[src/rtl/alu_sequencer.sv]
// Multi-cycle sequencer for the shared external ALU: owns a small register file,
// drives ALU operands from it, captures the result and flags, then writes back.
module alu_sequencer #(
  parameter int WIDTH = 16,
  parameter int NREGS = 4,
  parameter int FLAGW = 4
) (
  input  logic                     clk,
  input  logic                     reset,
  input  logic                     instr_valid,
  output logic                     instr_ready,
  input  logic [1:0]               instr_kind,
  input  logic [7:0]               instr_opcode,
  input  logic                     instr_use_c,
  input  logic [$clog2(NREGS)-1:0] instr_dst,
  input  logic [$clog2(NREGS)-1:0] instr_src1,
  input  logic [$clog2(NREGS)-1:0] instr_src2,
  input  logic [WIDTH-1:0]         instr_imm,
  output logic [WIDTH-1:0]         alu_r1,
  output logic [WIDTH-1:0]         alu_r2,
  output logic [7:0]               alu_opcode,
  output logic                     alu_cin,
  input  logic [WIDTH-1:0]         alu_out,
  input  logic [FLAGW-1:0]         alu_flags,
  output logic [FLAGW-1:0]         flags,
  output logic [WIDTH-1:0]         disp_val,
  output logic                     done
);

  localparam int IW = $clog2(NREGS);

  // state | meaning
  // IDLE  | ready, accept one instruction
  // EXEC  | ALU inputs held stable; result and flags captured on exit
  // WB    | write result to reg[dst] and display, pulse done
  typedef enum logic [1:0] {S_IDLE, S_EXEC, S_WB} state_t;

  state_t state_q, state_d;

  logic [WIDTH-1:0] regs_q [NREGS];
  logic [WIDTH-1:0] regs_d [NREGS];
  logic [WIDTH-1:0] alu_r1_q, alu_r1_d, alu_r2_q, alu_r2_d;
  logic [7:0]       alu_op_q, alu_op_d;
  logic             alu_cin_q, alu_cin_d;
  logic [FLAGW-1:0] flags_q, flags_d;
  logic [WIDTH-1:0] result_q, result_d;
  logic [WIDTH-1:0] disp_q, disp_d;
  logic [IW-1:0]    dst_q, dst_d;
  logic             accept;

  assign accept = instr_valid && (state_q == S_IDLE);

  always_ff @(posedge clk) begin
    if (reset) state_q <= S_IDLE;
    else       state_q <= state_d;
  end

  always_comb begin
    state_d = state_q;
    case (state_q)
      S_IDLE: begin
        if (accept) begin
          if (instr_kind == 2'b00)      state_d = S_EXEC;
          else if (instr_kind == 2'b01) state_d = S_WB;
        end
      end
      S_EXEC:  state_d = S_WB;
      S_WB:    state_d = S_IDLE;
      default: state_d = S_IDLE;
    endcase
  end

  always_comb begin
    instr_ready = (state_q == S_IDLE);
    done        = (state_q == S_WB);
  end

  always_comb begin
    regs_d    = regs_q;
    alu_r1_d  = alu_r1_q;
    alu_r2_d  = alu_r2_q;
    alu_op_d  = alu_op_q;
    alu_cin_d = alu_cin_q;
    flags_d   = flags_q;
    result_d  = result_q;
    disp_d    = disp_q;
    dst_d     = dst_q;
    case (state_q)
      S_IDLE: begin
        if (accept) begin
          case (instr_kind)
            2'b00: begin
              alu_r1_d  = regs_q[instr_src1];
              alu_r2_d  = regs_q[instr_src2];
              alu_op_d  = instr_opcode;
              alu_cin_d = instr_use_c & flags_q[0];
              dst_d     = instr_dst;
            end
            2'b01: begin
              result_d = instr_imm;
              dst_d    = instr_dst;
            end
            2'b10: ;
            2'b11: flags_d = '0;
          endcase
        end
      end
      S_EXEC: begin
        result_d = alu_out;
        flags_d  = alu_flags;
      end
      S_WB: begin
        regs_d[dst_q] = result_q;
        disp_d        = result_q;
      end
      default: ;
    endcase
  end

  always_ff @(posedge clk) begin
    if (reset) begin
      regs_q    <= '{default: '0};
      alu_r1_q  <= '0;
      alu_r2_q  <= '0;
      alu_op_q  <= '0;
      alu_cin_q <= 1'b0;
      flags_q   <= '0;
      result_q  <= '0;
      disp_q    <= '0;
      dst_q     <= '0;
    end else begin
      regs_q    <= regs_d;
      alu_r1_q  <= alu_r1_d;
      alu_r2_q  <= alu_r2_d;
      alu_op_q  <= alu_op_d;
      alu_cin_q <= alu_cin_d;
      flags_q   <= flags_d;
      result_q  <= result_d;
      disp_q    <= disp_d;
      dst_q     <= dst_d;
    end
  end

  assign alu_r1     = alu_r1_q;
  assign alu_r2     = alu_r2_q;
  assign alu_opcode = alu_op_q;
  assign alu_cin    = alu_cin_q;
  assign flags      = flags_q;
  assign disp_val   = disp_q;

endmodule

[config.mk]
export PLATFORM = sky130hd
export DESIGN_NAME = alu_sequencer
export DESIGN_NICKNAME = d
export VERILOG_FILES = /design/src/rtl/alu_sequencer.sv
export SDC_FILE = /design/constraint.sdc
export NUM_CORES = 1
export LEC_CHECK = 0
export ABC_AREA = 1
export CORE_MARGIN = 5
export CORE_UTILIZATION = 35
export DETAILED_ROUTE_END_ITERATION = 8
export GPL_ROUTABILITY_DRIVEN = 1
export PLACE_DENSITY = 0.66
export SKIP_CTS_REPAIR_TIMING = 1
export SLEW_MARGIN = 25
export SYNTH_ARGS = -nofsm -noshare
export SYNTH_HDL_FRONTEND = slang
export SYNTH_SLANG_ARGS = --single-unit
[constraint.sdc]
create_clock -name clk -period 1.7 [get_ports clk]
set_input_delay 0.17 -clock clk [delete_from_list [all_inputs] [get_ports clk]]
set_output_delay 0.17 -clock clk [all_outputs]
set_load 0.005 [all_outputs]
==> metrics.md, run 1 <==
| Metric | Value |
|---|---|
| Run status | `finished clean` |
| # Max-Cap Violations | `0` |
| Worst Path Max Fanout | `2` |
| Final setup viols | `0` |
| Top cells by instance count after synthesis | `nand2_1 (322), nor2_1 (234), dfxtp_1 (145)` |
| First-pass GRT wire length | `29250 um` |
| H-tree levels | `4` |
| Ratio of cells with drive above 1 in the final layout | `0.06633` |
| Vias in the first global route | `5797` |
| R2r setup slk | `0.31 ns` |
| Ant. Diodes | `0` |
| Total track usage | `0.1605` |
| Core area | `0.01933 mm^2` |
| Synth top area cells | `dfxtp_1 (42%), nand2_1 (18%), nor2_1 (13%), inv_1 (6.8%), o21ai_0 (5.9%)` |
| Mapped Nets | `1151` |
| Die ar. | `0.02244 mm^2` |
| Clk pin slew, worst setup/hold paths | `0.06 ns` |
| Gr ovfl total | `0` |
| Crit-path max cell delay | `0.55 ns` |
| First-iteration detailed-routing DRC count | `474` |
| Worst-case clock buffer depth | `2` |
| Drt pass-1 iters | `5` |
| Largest net degree at the start of global routing | `95` |
| Drc violations | `0` |
| Worst Path Arrival | `1.44 ns` |
| EDFF count, synth | `0` |
| Power per cell area | `921.8 mW/mm^2` |
| Yosys top cell area share | `0.4243` |
| Port Buf Inserts | `118` |
| DRT antenna net count | `0` |
| Post-synth ARST share | `0` |
| Rows | `51` |
| Cell variety after synth | `20` |
| NumNets Final | `1249` |
| Cells after synthesis | `1095` |
| Routability congestion estimate | `0.8013` |
| Crit-path cells | `clkdlybuf4s50_1` |
| Inst Count DP | `1439` |
| Top-Level Pins | `119` |
| Vias per std cell | `4.464` |
| Period minus WS final | `1.612 ns` |
| Area Overhead vs Synth | `30.47%` |
| RSZ-0062 raised after global routing | `false` |
| VDD IR max | `0.7223 mV` |
| Final hold violation count | `0` |
| Fin. max-slew vios | `0` |
| Max stage delay cell, worst path | `clkdlybuf4s50_1` |
| Final worst setup slack | `0.08796 ns` |
| Final Non-Filler Cells | `1471` |
| Ys flop type | `dfxtp_1` |
| Max-slew headroom | `0.5674` |
| Die width | `149.8 um` |
| Yosys warns | `0` |
| Count leader, synth | `nand2_1` |
| Nature of the critical path startpoint | `register` |
| TritonCTS clock tree | `built` |
| Hold slack | `0.3037 ns` |
| Drt wl/cell | `12.17 um` |
| CTS root buf | `clkbuf_16` |
| Synth area leader | `dfxtp_1` |
| Static leakage | `4.171 nW` |
| Fillers | `2002` |
| Worst skew pair latency | `0.42 ns` |
| Total CTS buffers | `17` |
| Multi-input logic area | `0.003147 mm^2` |
| #FFs+latches synth | `145` |
| Syn avg cell area | `6.248 um^2` |
| Initial antenna violation count | `0` |
| WP buf/inv | `1` |
| CP endpoint kind | `output port` |
| Final wirelength | `17900 um` |
| Worst path required time | `1.53 ns` |
| Worst hold path type | `input port to register` |
| Detailed placer's ending HPWL | `12320 um` |
| Die H | `149.8 um` |
| WS Path Type | `register to output port` |
| Mapped Area | `0.006842 mm^2` |
| Starting Density | `0.3538` |
| Pre-CTS setup slack | `0.1520 ns` |
| FF/Latch Area | `0.002904 mm^2` |
| Delay-heaviest family, CP | `buffers and inverters` |
| Via count | `6567` |
| Clock sink total | `145` |
| Sequential area share after synthesis | `0.4243` |
| Setup Skew | `0.008980 ns` |
| Crit share post-route | `0.9483` |
| Maximum clock rate | `620.3 MHz` |
| Slew @ Worst Pin | `0.6482 ns` |
[cells in the final DEF, fill, tap and decap left out, drive strengths merged]
cell type	instances
a21oi	28
buf	23
bufinv	2
clkbuf	19
clkdlybuf4s50	116
clkinv	5
clkinvlp	5
dfxtp	145
dlymetal6s2s	2
inv	131
nand2	337
nand3	67
nand4	8
nor2	236
o21ai	82
[worst paths after layout]
check / cells after the start / startpoint / endpoint
setup / recovery: 1 / alu_cin / alu_cin
hold / removal: 3 / alu_flags[1] / flags[1]
setup reg to reg: 6 / state_q[1] / regs_q[61]
hold reg to reg: 2 / alu_opcode[6] / alu_opcode[6]
[routing by layer]
metal	track usage	routed length, um	share of wire	up-vias
met5	0	0	0	-
met4	0.04529	170	0.0095	0
met3	0.04270	1543	0.086	17
met2	0.2239	7279	0.41	243
met1	0.2412	8906	0.50	2791
li1	-	-	-	3516
[state kept, by name (all words and copies together) (netlist names)]
register    flops
regs_q         64
alu_r1         16
alu_r2         16
disp_val       16
result_q       16
alu_opcode      8
flags           4
dst_q           2
state_q         2
alu_cin         1
[power breakdown]
part	leakage [nW]	switching [mW]	internal, mW
Combinational	2.73	0.518	0.477
Sequential	1.18	0.0897	3.52
Clock	0.265	1.47	2.16
[cells by family after synthesis]
group	Yosys count	synth area share
AND/OR/NAND/NOR	648	0.3784
AO/OA/AOI/OAI	110	0.08047
buffers and inverters	192	0.1169
flip-flops	145	0.4243
[area by class of cell]
class / count / area share
inverters: 130 / 0.05467
clock inverters: 13 / 0.01556
multi-input cells: 758 / 0.3525
clock buffers: 19 / 0.04850
well taps: 265 / 0.03715
flip-flops and latches: 145 / 0.3253
repair buffers: 141 / 0.1662
[stage by stage]
stage	setup TNS [ns]	instance area (um^2)	power, mW	utilization
after detailed placement	0	8341	4.677	0.4314
after global routing	0	8926	8.608	0.4617
final	0	8926	8.228	0.4617
after CTS	-0.1940	8912	8.317	0.4609
after global placement	0	8341	4.669	0.4314
after floorplan	0	6842	4.225	-
No activity file was read; power rests on OpenSTA's default activity.
==> inputs of run 2 (changes only) <==
ABC_AREA = 0   (was 1)
PLACE_DENSITY = 0.68   (was 0.66)
==> metrics.md, run 2 <==
| Metric | Value |
|---|---|
| Die width | `140.4 um` |
| Top cells by instance count after synthesis | `nand2_1 (164), dfxtp_1 (145), a21oi_1 (93)` |
| Fillers | `1556` |
| First-pass GRT wire length | `26080 um` |
| Final hold violation count | `0` |
| Most Used Layer, Global Route | `met2` |
| DRT antenna net count | `0` |
| RSZ-0062 raised after global routing | `false` |
| Count leader, synth | `nand2_1` |
| Slew @ Worst Pin | `0.3608 ns` |
| WS Path Type | `register to register` |
| XOR/XNOR Fraction of Synth Area | `0` |
| Final Non-Filler Cells | `987` |
| Via count | `5069` |
| Crit-path cells | `buf_4 -> nor4b_2 -> a21oi_2 -> buf_12 -> a22o_1` |
| Critical Path Start | `state_q[1]` |
| Commonest non-fill, non-tap cell in the layout | `nand2_1` |
| Worst path required time | `2.01 ns` |
| Yosys top cell area share | `0.4875` |
| Worst skew pair latency | `0.42 ns` |
| Port Buf Inserts | `118` |
| Cells after synthesis | `632` |
| Clock share of power | `0.465` |
| Post-synth ARST share | `0` |
| Switching part of the total | `0.2329` |
| Met3 Usage GRT | `0.04669` |
| Cell variety after synth | `30` |
| Part of the power in combinational logic | `0.072` |
| Run status | `finished clean` |
| TritonCTS clock tree | `built` |
| Internal Power | `5.834 mW` |
| Rows | `47` |
| Static leakage | `2.792 nW` |
| Ys flop type | `dfxtp_1` |
| # Max-Cap Violations | `0` |
| Crit share post-route | `0.9148` |
| First-iteration detailed-routing DRC count | `399` |
| Ratio of cells with drive above 1 in the final layout | `0.1551` |
| Period minus WS final | `1.555 ns` |
| Die ar. | `0.01972 mm^2` |
| Worst hold path type | `input port to register` |
| Total track usage | `0.1660` |
| Compound-gate portion of the synthesized area | `0.1847` |
| Inst Count DP | `956` |
| Area Overhead vs Synth | `37.42%` |
| Hold slack | `0.09910 ns` |
| NumNets Final | `811` |
| Commonest cells after routing, fill and taps aside | `nand2_1 (164), dfxtp_1 (143), clkdlybuf4s50_1 (115)` |
| Synth Area in Simple Gates | `0.1507` |
| Die H | `140.4 um` |
| VDD IR max | `0.6827 mV` |
| Routability congestion estimate | `0.7616` |
| Setup Skew | `0.01171 ns` |
| P_sw | `1.772 mW` |
| Met2 usage | `0.2480` |
| Drt wl/cell | `16.36 um` |
| CTS root buf | `clkbuf_16` |
| Worst Path Arrival | `1.86 ns` |
| Top-Level Pins | `119` |
| Clock sink total | `145` |
| Core area | `0.01664 mm^2` |
| Vias in the first global route | `4856` |
| Synth Area in Adders | `0` |
| H-tree levels | `4` |
| Detailed placer's ending HPWL | `10930 um` |
| Vias per std cell | `5.136` |
| Syn avg cell area | `9.422 um^2` |
| Mapped Nets | `688` |
| R2r startpoint | `state_q[1]` |
| EDFF count, synth | `0` |
| Total CTS buffers | `17` |
| Max stage delay cell, worst path | `nor4b_2` |
| Max-slew headroom | `0.7532` |
| Clk pin slew, worst setup/hold paths | `0.06 ns` |
| Maximum clock rate | `643.0 MHz` |
| CP endpoint kind | `register` |
| Synth top area cells | `dfxtp_1 (49%), mux4_2 (12%), nand2_1 (10%), a21oi_1 (7.8%), a22o_1 (5.3%)` |
| Sequential area share after synthesis | `0.4875` |
| Met1 global-route usage | `0.2309` |
| Starting Density | `0.3578` |
| Mapped Area | `0.005954 mm^2` |
| Crit-path max cell delay | `0.39 ns` |
| Drt pass-1 iters | `4` |
| Gr ovfl total | `0` |
| Largest register by flop count | `regs_q` |
| Largest net degree at the start of global routing | `65` |
| Worst Path Max Fanout | `32` |
| Drc violations | `0` |
| Max reg flops | `64` |
| Worst-case clock buffer depth | `2` |
| Fin. max-slew vios | `0` |
| Mux contribution to synthesized area | `0.1210` |
| Final setup viols | `0` |
| Nature of the critical path startpoint | `register` |
| Seq pwr share | `0.463` |
| Synth area leader | `dfxtp_1` |
| Yosys warns | `0` |
| Ant. Diodes | `0` |
| Initial antenna violation count | `0` |
| #FFs+latches synth | `145` |
| Main combinational cell family by area after synthesis | `compound AO/OA/AOI/OAI gates` |
| Hold path start | `reset` |
| Power per cell area | `929.4 mW/mm^2` |
| Final wirelength | `16140 um` |
run 2: changes by cell type after synthesis, moves of 17 or more:
cell / before / now
a21oi_1: 28 / 93
a22o_1: 0 / 36
buf_2: 32 / 15
clkbuf_1: 19 / 37
inv_1: 124 / 17
mux4_2: 0 / 32
nand2_1: 322 / 164
nand3_1: 66 / 8
nor2_1: 234 / 19
o21ai_0: 81 / 9
run 2: kinds of logic after synthesis:
kind of cell	Yosys count
DFF	145
muxes	32
and+or+nand+nor	207
buffers and inverters	76
AOI/OAI and AO/OA	172
run 2: through the flow:
step / TNS [ns] / instance area (um^2) / power, mW / setup slack [ns] / util
after floorplan: 0 / 5954 / 3.810 / 0.04621 / -
after global placement: -1.515 / 7610 / 4.140 / -0.05010 / 0.4573
after detailed placement: -3.488 / 7610 / 4.145 / -0.1135 / 0.4573
after CTS: -0.5269 / 8173 / 7.678 / -0.2910 / 0.4911
after global routing: 0 / 8183 / 7.894 / 0.01308 / 0.4917
final: 0 / 8183 / 7.605 / 0.1449 / 0.4917
run 2: power by group through the flow:
stage | clock network, mW | registers, mW | logic [mW]
2_1_floorplan | 0 | 3.56 | 0.247
4_1_cts | 3.60 | 3.52 | 0.554
3_5_place_dp | 0 | 3.59 | 0.551
5_1_grt | 3.77 | 3.53 | 0.597
6_report | 3.53 | 3.52 | 0.551
3_3_place_gp | 0 | 3.59 | 0.548
run 2: final cells by class:
type / instances / area (um^2) / share of cell area
Clock buffer: 20 / 456.7 / 0.05581
Timing Repair Buffer: 161 / 1632 / 0.1994
Clock inverter: 11 / 106.4 / 0.01300
Tap cell: 220 / 275.3 / 0.03364
Inverter: 19 / 71.32 / 0.008716
Sequential cell: 145 / 2905 / 0.3550
Multi-Input combinational cell: 411 / 2736 / 0.3344
run 2: worst max-delay path: cells and delay by family (launching register included):
family          cells  cell delay (ns)
compound gates      2             0.37
flops               1             0.34
buf+inv             2             0.34
simple gates        1             0.39
run 2: worst paths after layout:
check | endpoint | slack [ns] | cells past startpoint
setup / recovery | alu_r2[11] | 0.14 | 5
hold / removal | alu_cin | 0.1 | 2
setup reg to reg | alu_r2[11] | 0.14 | 5
hold reg to reg | disp_val[15] | 0.45 | 2
run 2: routing by layer:
layer | part of all wire | wire [um]
met1 | 0.47 | 7601
met2 | 0.45 | 7287
met3 | 0.064 | 1037
met4 | 0.013 | 217
met5 | 0 | 0
